<file path="src/rtl/mips32_pkg.sv">
// Shared definitions for the MIPS32 boot-time program loader.
// Holds the halt opcode, header width and loader state encoding.
package mips32_pkg;

  localparam logic [5:0] OPC_HLT = 6'b111111;
  localparam int         HDR_W   = 16;

  typedef enum logic [2:0] {
    HDR_HI,
    HDR_LO,
    DATA,
    DONE,
    ERR
  } ld_state_t;

endpackage

</file>
<file path="src/rtl/mips32_byte_packer.sv">
// Big-endian 8->32 assembler: the fourth accepted byte completes a word.
// o_word_valid is combinational and coincides with the edge taking that byte.
module mips32_byte_packer (
  input  logic        i_clk,
  input  logic        i_clear,
  input  logic        i_valid,
  input  logic [7:0]  i_byte,
  output logic        o_word_valid,
  output logic [31:0] o_word
);

  logic [23:0] r_shift;
  logic [1:0]  r_cnt;

  always_ff @(posedge i_clk) begin
    if (i_clear) begin
      r_shift <= '0;
      r_cnt   <= '0;
    end else if (i_valid) begin
      r_shift <= {r_shift[15:0], i_byte};
      r_cnt   <= r_cnt + 2'd1;
    end
  end

  assign o_word_valid = i_valid && (r_cnt == 2'd3);
  assign o_word       = {r_shift, i_byte};

endmodule

</file>
<file path="src/rtl/mips32_prog_loader.sv">
// Streams a length-prefixed byte image into instruction memory from address 0,
// holding the core halted until the last word has been written.
//
// state  | meaning
// HDR_HI | waiting for header byte N[15:8]
// HDR_LO | waiting for header byte N[7:0]; decides DONE / ERR / DATA
// DATA   | assembling words and writing them at consecutive addresses
// DONE   | image complete, core released (until rst)
// ERR    | header larger than MAX_WORDS, core held (until rst)
module mips32_prog_loader #(
  parameter int ADDR_W    = 10,
  parameter int MAX_WORDS = 1024
) (
  input  logic              clk1,
  input  logic              rst,
  input  logic              in_valid,
  input  logic [7:0]        in_data,
  output logic              in_ready,
  output logic              mem_we,
  output logic [ADDR_W-1:0] mem_addr,
  output logic [31:0]       mem_wdata,
  output logic              cpu_hold,
  output logic              load_done,
  output logic              load_err,
  output logic              no_hlt,
  output logic [ADDR_W:0]   word_count
);
  import mips32_pkg::*;

  localparam logic [31:0] MAX_W = 32'(MAX_WORDS);

  ld_state_t         r_state;
  ld_state_t         w_next;
  logic [7:0]        r_hdr_hi;
  logic [HDR_W-1:0]  r_num;
  logic [ADDR_W:0]   r_word_cnt;
  logic              r_mem_we;
  logic [ADDR_W-1:0] r_mem_addr;
  logic [31:0]       r_mem_wdata;
  logic              r_no_hlt;

  logic              w_xfer;
  logic [HDR_W-1:0]  w_hdr;
  logic              w_pack_valid;
  logic              w_word_valid;
  logic [31:0]       w_word;
  logic              w_last_word;

  assign in_ready     = (r_state == HDR_HI) || (r_state == HDR_LO) || (r_state == DATA);
  assign w_xfer       = in_valid && in_ready;
  assign w_hdr        = {r_hdr_hi, in_data};
  assign w_pack_valid = w_xfer && (r_state == DATA);
  assign w_last_word  = w_word_valid && ((32'(r_word_cnt) + 32'd1) == 32'(r_num));

  mips32_byte_packer u_packer (
    .i_clk        (clk1),
    .i_clear      (rst),
    .i_valid      (w_pack_valid),
    .i_byte       (in_data),
    .o_word_valid (w_word_valid),
    .o_word       (w_word)
  );

  always_ff @(posedge clk1) begin
    if (rst) r_state <= HDR_HI;
    else     r_state <= w_next;
  end

  always_comb begin
    w_next = r_state;
    case (r_state)
      HDR_HI: if (w_xfer) w_next = HDR_LO;
      HDR_LO: begin
        if (w_xfer) begin
          if (w_hdr == '0)              w_next = DONE;
          else if (32'(w_hdr) > MAX_W) w_next = ERR;
          else                          w_next = DATA;
        end
      end
      DATA:    if (w_last_word) w_next = DONE;
      default: w_next = r_state;
    endcase
  end

  always_ff @(posedge clk1) begin
    if (rst) begin
      r_hdr_hi    <= '0;
      r_num       <= '0;
      r_word_cnt  <= '0;
      r_mem_we    <= 1'b0;
      r_mem_addr  <= '0;
      r_mem_wdata <= '0;
      r_no_hlt    <= 1'b0;
    end else begin
      r_mem_we <= w_word_valid;
      if (w_xfer && (r_state == HDR_HI)) r_hdr_hi <= in_data;
      if (w_xfer && (r_state == HDR_LO)) r_num    <= w_hdr;
      // Address is the pre-increment count, so the first word lands at 0.
      if (w_word_valid) begin
        r_mem_addr  <= r_word_cnt[ADDR_W-1:0];
        r_mem_wdata <= w_word;
        r_word_cnt  <= r_word_cnt + {{ADDR_W{1'b0}}, 1'b1};
      end
      if (w_last_word) r_no_hlt <= (w_word[31:26] != OPC_HLT);
    end
  end

  assign mem_we     = r_mem_we;
  assign mem_addr   = r_mem_addr;
  assign mem_wdata  = r_mem_wdata;
  assign word_count = r_word_cnt;
  assign no_hlt     = r_no_hlt;
  assign load_done  = (r_state == DONE);
  assign load_err   = (r_state == ERR);
  assign cpu_hold   = (r_state != DONE);

endmodule

</file>
<file path="config.mk">
export PLATFORM = sky130hd
export DESIGN_NAME = mips32_prog_loader
export DESIGN_NICKNAME = d
export VERILOG_FILES = /design/src/rtl/mips32_pkg.sv /design/src/rtl/mips32_byte_packer.sv /design/src/rtl/mips32_prog_loader.sv
export SDC_FILE = /design/constraint.sdc
export NUM_CORES = 1
export LEC_CHECK = 0
export BUFFER_PORTS_ARGS = -buffer_cell sky130_fd_sc_hd__buf_4
export CORE_ASPECT_RATIO = 1.75
export CORE_MARGIN = 1.5
export CORE_UTILIZATION = 53
export CTS_CLUSTER_SIZE = 14
export DETAILED_ROUTE_END_ITERATION = 12
export MAX_ROUTING_LAYER = met4
export PLACE_DENSITY = 0.81
export SLEW_MARGIN = 0
export SYNTH_ARGS = -nofsm -noshare
export SYNTH_HDL_FRONTEND = slang
export SYNTH_SLANG_ARGS = --single-unit
</file>
<file path="constraint.sdc">
create_clock -name clk1 -period 2.6 [get_ports clk1]
set_clock_uncertainty 0.2 [all_clocks]
set_input_delay 0.39 -clock clk1 [delete_from_list [all_inputs] [get_ports clk1]]
set_output_delay 0.39 -clock clk1 [all_outputs]
set_load 0.005 [all_outputs]
</file>
==> flow_summary.json, run 1 <==
{
  "first_pass_iters": 5,
  "synth_fp_nets": 561,
  "totalWireLength_mm": 10.4,
  "die_area_um2": 8710,
  "cp_max_fo": 10,
  "postCtsHoldBufs": 0,
  "reg2reg_depth": 6,
  "hold_depth": 3,
  "antennaDiodeCount": 0,
  "ys_seq_area_share_pct": 50.1,
  "synth-async-reset-ratio_pct": 0,
  "wire_per_inst_um": 14.8,
  "worstSetupPathType": "flop to flop",
  "drv_cap": 0,
  "critPathLaunchType": "flop",
  "synth_area_um2": 4310,
  "area_growth_pct": 21.1,
  "grt_first_pass_wirelength_mm": 16.8,
  "pwr-share-comb_pct": 5.5,
  "synth_area_leaders": "dfxtp_1 (50%), nand2_1 (17%), a21oi_1 (11%)",
  "slew_headroom_pct": 56.3,
  "outcome": "completed",
  "synth-xor-area-share_pct": 4.06,
  "synth_cell_types": 44,
  "leakage_nw": 1.95,
  "drive_gt1_share_pct": 17.4,
  "whs_ps": 138,
  "hold_path_class": "input port to flop",
  "clockBufferDepth": 2,
  "yosysWarnings": 0,
  "clk_pin_slew_ps": 70,
  "vias_per_cell": 5.54,
  "slew_violations": 0,
  "crit_buf_inv": 0,
  "tritoncts": "yes",
  "io_pins": 70,
  "cts_buffers": 9,
  "crit_family": "simple AND/OR/NAND/NOR gates",
  "dp_cells": 683,
  "syn_avg_cell_area_um2": 7.87,
  "grt_max_degree": 67,
  "clkPwrFrac_pct": 43.0,
  "synth_top_family_by_area": "simple AND/OR/NAND/NOR gates",
  "arrival_ps": 2460,
  "synth_flop_cell": "dfxtp_1",
  "synth_adder_area_share_pct": 0.580,
  "cp_slowest_stage_delay_ps": 560,
  "cts_setup_buffers": 0,
  "fmax_mhz": 422,
  "final_util_pct": 66.0,
  "power_density_nw_per_um2": 634,
  "synth_compound_area_share_pct": 14.3,
  "clkLatencyLatePin_ps": 340,
  "vias": 3874,
  "worstMarginPinSlew_ps": 650,
  "hold_viol_final": 0,
  "multiInputGateArea_um2": 1960,
  "ant_nets": 0,
  "dr.first_iter.drc_count": 166,
  "ys_top_cells_by_count": "nand2_1 (192), dfxtp_1 (108), a21oi_1 (96)",
  "net-switching-power_uw": 718,
  "fin_crit_sh_pct": 91.1,
  "setup_viol": 0,
  "root_buffer": "clkbuf_16",
  "rsz0062_at_grt": "no",
  "switching_share_pct": 21.7,
  "r2r_start": "word_count[6]$_SDFFE_PP0P_",
  "synth_edf_count": 0,
  "grt-ovfl-total": 0,
  "place.port_buffers": 69,
  "ir_drop_mv": 0.581,
  "internal_power_mw": 2.59,
  "fin_tns_setup_ps": 0,
  "nFillCells": 670,
  "fin_cells": 699,
  "cts_max_level": 3,
  "seqCellArea_um2": 2160,
  "synth_top_area_share_pct": 50.1,
  "required_ps": 2690,
  "yosysMostFrequentCell": "nand2_1",
  "post-route-drc-count": 0,
  "power_mw": 3.31,
  "core.rowCount": 43,
  "cts.sinks": 108,
  "end_kind": "flop",
  "hold_end": "mem_wdata[6]$_SDFFE_PP0P_",
  "min_from": "in_data[6]",
  "start_util_pct": 54.5,
  "power_frac_seq_pct": 51.5,
  "core_area_um2": 7910,
  "place.gp.congestion": 0.889,
  "synth-simple-area-share_pct": 26.2,
  "grt_pass1_vias": 3680,
  "syn_inst": 548,
  "ys_seq_elements": 108,
  "worst_path_max_delay_cell": "dfxtp_1",
  "fp.dieW_um": 71.2,
  "period_needed_ps": 2370,
  "hpwl_mm": 7.34,
  "track_usage_pct": 25.3,
  "ctsResizeCount": 0,
  "antenna_found_initial": 0,
  "crit_chain": "nand3_1 -> o21ai_0 -> or4bb_1 -> nand3_2 -> and4_1 -> o311a_1",
  "synth.area.mux_share_pct": 0,
  "yosys.area.top_type": "dfxtp_1",
  "r2r_end": "r_state[0]$_SDFFE_PP0P_",
  "rrSetupSlack_ps": 230,
  "dieHeight_um": 122,
  "nets": 617
}
-- cell families after synthesis --
group,Yosys count
AOI/OAI and AO/OA,114
xor gates and xnor gates,20
adders and majority gates,2
DFF,108
and+or+nand+nor,260
buffers and inverters,44
-- cell usage in the layout (no fill, tap or decap), types with 2 or more instances in the layout --
master / n
a21oi_1: 96
a31oi_1: 2
and2_1: 3
buf_4: 84
bufinv_16: 2
clkbuf_16: 9
clkinvlp_4: 2
dfxtp_1: 108
ha_1: 2
inv_1: 4
nand2_1: 192
nand2b_1: 4
nand3_1: 7
nand4_1: 6
nor2_1: 19
nor2b_1: 4
nor3_1: 6
nor3b_1: 3
nor4_1: 4
o21ai_0: 7
xnor2_1: 8
xor2_1: 12
-- power groups by stage --
stage	registers (mW)	clock network, mW	logic (mW)
global route	1.71	1.51	0.201
CTS	1.70	1.45	0.181
floorplan	1.73	0	0.116
finish	1.70	1.42	0.181
detailed placement	1.74	0	0.180
global placement	1.74	0	0.175
-- registers in the layout (all words and copies together), names as in the netlist --
name and cells:
r_num 16, no_hlt 1, u_packer.r_cnt 2, mem_we 1, mem_addr 10, mem_wdata 32, word_count 11, r_hdr_hi 8
u_packer.r_shift 24, r_state 3
-- routing by layer --
layer  vias up  track usage (%)  share of wire, %
li1       1919                -                 -
met1      1793             26.1                37
met2       126             43.9                54
met3        36             5.50               4.9
met4         0             13.8               4.3
met5         -                -                 0
-- final cells by class --
type	count	area share (%)
clock buffer	10	4.39
clock inverter	6	1.70
inverter	4	0.288
multi-input combinational	396	37.6
sequential	108	41.4
tap	90	2.16
timing repair buffer	85	12.5
-- stage by stage --
stage | setup WS [ps] | area, µm²
final | 232 | 5220
after CTS | 241 | 5220
after detailed placement | 279 | 4900
after floorplan | 381 | 4310
after global placement | 426 | 4900
after global routing | 78.8 | 5220
-- worst max-delay path by stage --
stage	start	endpoint	slack, ps	cells past startpoint
detailed placement	word_count[2]$_SDFFE_PP0P_	r_state[0]$_SDFFE_PP0P_	280	6
global route	word_count[6]$_SDFFE_PP0P_	no_hlt$_SDFFE_PP0P_	80	6
finish	word_count[6]$_SDFFE_PP0P_	r_state[0]$_SDFFE_PP0P_	230	6
floorplan	word_count[1]$_SDFFE_PP0P_	no_hlt$_SDFFE_PP0P_	380	8
CTS	word_count[6]$_SDFFE_PP0P_	r_state[0]$_SDFFE_PP0P_	240	6
global placement	word_count[3]$_SDFFE_PP0P_	no_hlt$_SDFFE_PP0P_	430	6
-- worst register-to-register path, cell delays in order (launching register included) --
cell and delay, ps:
dfxtp_1 560, nand3_1 220, o21ai_0 320, or4bb_1 550
nand3_2 110, and4_1 210, o311a_1 140
No activity file was read; power rests on OpenSTA's default activity.
==> run 2: changes to the inputs <==
==> constraint.sdc (replaced) <==
create_clock -name clk1 -period 2.65 [get_ports clk1]
set_clock_uncertainty 0.2 [all_clocks]
set_input_delay 0.3975 -clock clk1 [delete_from_list [all_inputs] [get_ports clk1]]
set_output_delay 0.3975 -clock clk1 [all_outputs]
set_load 0.005 [all_outputs]
==> run 2 against run 1 <==
Compared with the run above:
- count of clock-buffer cells in the layout is 1 higher
- sequential power hardly changed
- setup slack better by 83 ps
- hold slack better by 6.9 ps
- final cell count is 0.14% lower
- via count is 0.59% lower
- fmax is 1.4% higher
- clock power is 9% lower
- register-to-register slack better by 80 ps
- critical endpoint is now no_hlt$_SDFFE_PP0P_
- largest cell class unchanged
- largest power group unchanged
==> flow_summary.json, run 2 (same netlist as run 1, synthesis figures left out) <==
{
  "cts.sinks": 108,
  "worstMarginPinSlew_ps": 666,
  "die_area_um2": 8710,
  "slew_headroom_pct": 55.6,
  "area_growth_pct": 19.8,
  "antennaDiodeCount": 0,
  "rrSetupSlack_ps": 320,
  "power_density_nw_per_um2": 607,
  "ctsResizeCount": 0,
  "antenna_found_initial": 0,
  "cp_max_fo": 10,
  "core.rowCount": 43,
  "dieHeight_um": 122,
  "track_usage_pct": 24.7,
  "dr_wl_met2_mm": 5.42,
  "vias": 3851,
  "cts_buffers": 9,
  "cts_setup_buffers": 0,
  "wire_per_inst_um": 14.5,
  "layout_common_cells": "nand2_1 (192), dfxtp_1 (108), a21oi_1 (96), buf_4 (84), nor2_1 (19)",
  "worstSetupPathType": "flop to flop",
  "required_ps": 2650,
  "ant_nets": 0,
  "grt_pass1_vias": 3622,
  "totalWireLength_mm": 10.2,
  "hpwl_mm": 7.17,
  "topRoutingLayerUsed": "met4",
  "largest_reg_flops": 32,
  "place.gp.congestion": 0.919,
  "period_needed_ps": 2330,
  "dp_cells": 682,
  "clkLatencyLatePin_ps": 340,
  "fin_cells": 698,
  "grt_max_degree": 67,
  "vias_per_cell": 5.52,
  "fp.dieW_um": 71.2,
  "whs_ps": 145,
  "hold_viol_final": 0,
  "end_kind": "flop",
  "dr.first_iter.drc_count": 175,
  "io_pins": 70,
  "cts_max_level": 3,
  "start_util_pct": 54.5,
  "fin_tns_setup_ps": 0,
  "hold_path_class": "input port to flop",
  "seqCellArea_um2": 2160,
  "place.port_buffers": 69,
  "postCtsHoldBufs": 0,
  "core_area_um2": 7910,
  "leakage_nw": 1.93,
  "grt_first_pass_wirelength_mm": 16.6,
  "rsz0062_at_grt": "no",
  "drv_cap": 0,
  "nets": 616,
  "slew_violations": 0,
  "tritoncts": "yes",
  "ir_drop_mv": 0.436,
  "final_common_cell": "nand2_1",
  "outcome": "completed",
  "nFillCells": 666,
  "fmax_mhz": 428,
  "drive_gt1_share_pct": 17.1,
  "critPathLaunchType": "flop",
  "first_pass_iters": 5,
  "grt-ovfl-total": 0,
  "clockBufferDepth": 2,
  "post-route-drc-count": 0,
  "root_buffer": "clkbuf_16",
  "met3RoutedLength_um": 370,
  "arrival_ps": 2330,
  "multiInputGateArea_um2": 1960,
  "fin_crit_sh_pct": 88.1,
  "setup_viol": 0,
  "clk_pin_slew_ps": 70,
  "wl_met1_mm": 3.98
}
run 2: cell type report:
cell class	count	area share, %
flip-flops and latches	108	41.8
multi-input cells	396	38.0
repair buffers	84	12.2
clock buffers	11	4.50
well taps	90	2.18
clock inverters	5	1.02
inverters	4	0.290
run 2: worst paths after layout:
kind	startpoint	to	cells after the start
hold / removal	in_data[6]	r_num[6]$_SDFFE_PP0P_	3
hold reg to reg	mem_addr[6]$_SDFFE_PP0P_	mem_addr[6]$_SDFFE_PP0P_	2
setup / recovery	word_count[3]$_SDFFE_PP0P_	no_hlt$_SDFFE_PP0P_	6
setup reg to reg	word_count[3]$_SDFFE_PP0P_	no_hlt$_SDFFE_PP0P_	6
run 2: routing by layer:
layer,vias up,track usage (%)
li1,1920,-
met1,1798,27.5
met2,103,41.8
met3,30,3.94
met4,0,13.1
met5,-,-
run 2: through the flow:
stage / setup slack, ps / power, mW / utilization, % / cell area [µm²]
6_report: 316 / 3.14 / 65.4 / 5170
2_1_floorplan: 431 / 1.81 / - / 4310
3_3_place_gp: 459 / 1.87 / 61.7 / 4880
5_1_grt: 177 / 3.23 / 65.4 / 5170
3_5_place_dp: 355 / 1.88 / 61.7 / 4880
4_1_cts: 330 / 3.15 / 65.4 / 5170
run 2: power breakdown:
part	switching (mW)	internal (mW)
clock network	0.564	0.728
logic	0.111	0.0622
registers	0.0234	1.65
run 2: worst max-delay path, cell delays in order (launching register included):
cell	delay [ps]
dfxtp_1	590
nand4_4	200
or4_1	510
a211o_1	320
nand3_2	80
and4_1	220
a211oi_1	80
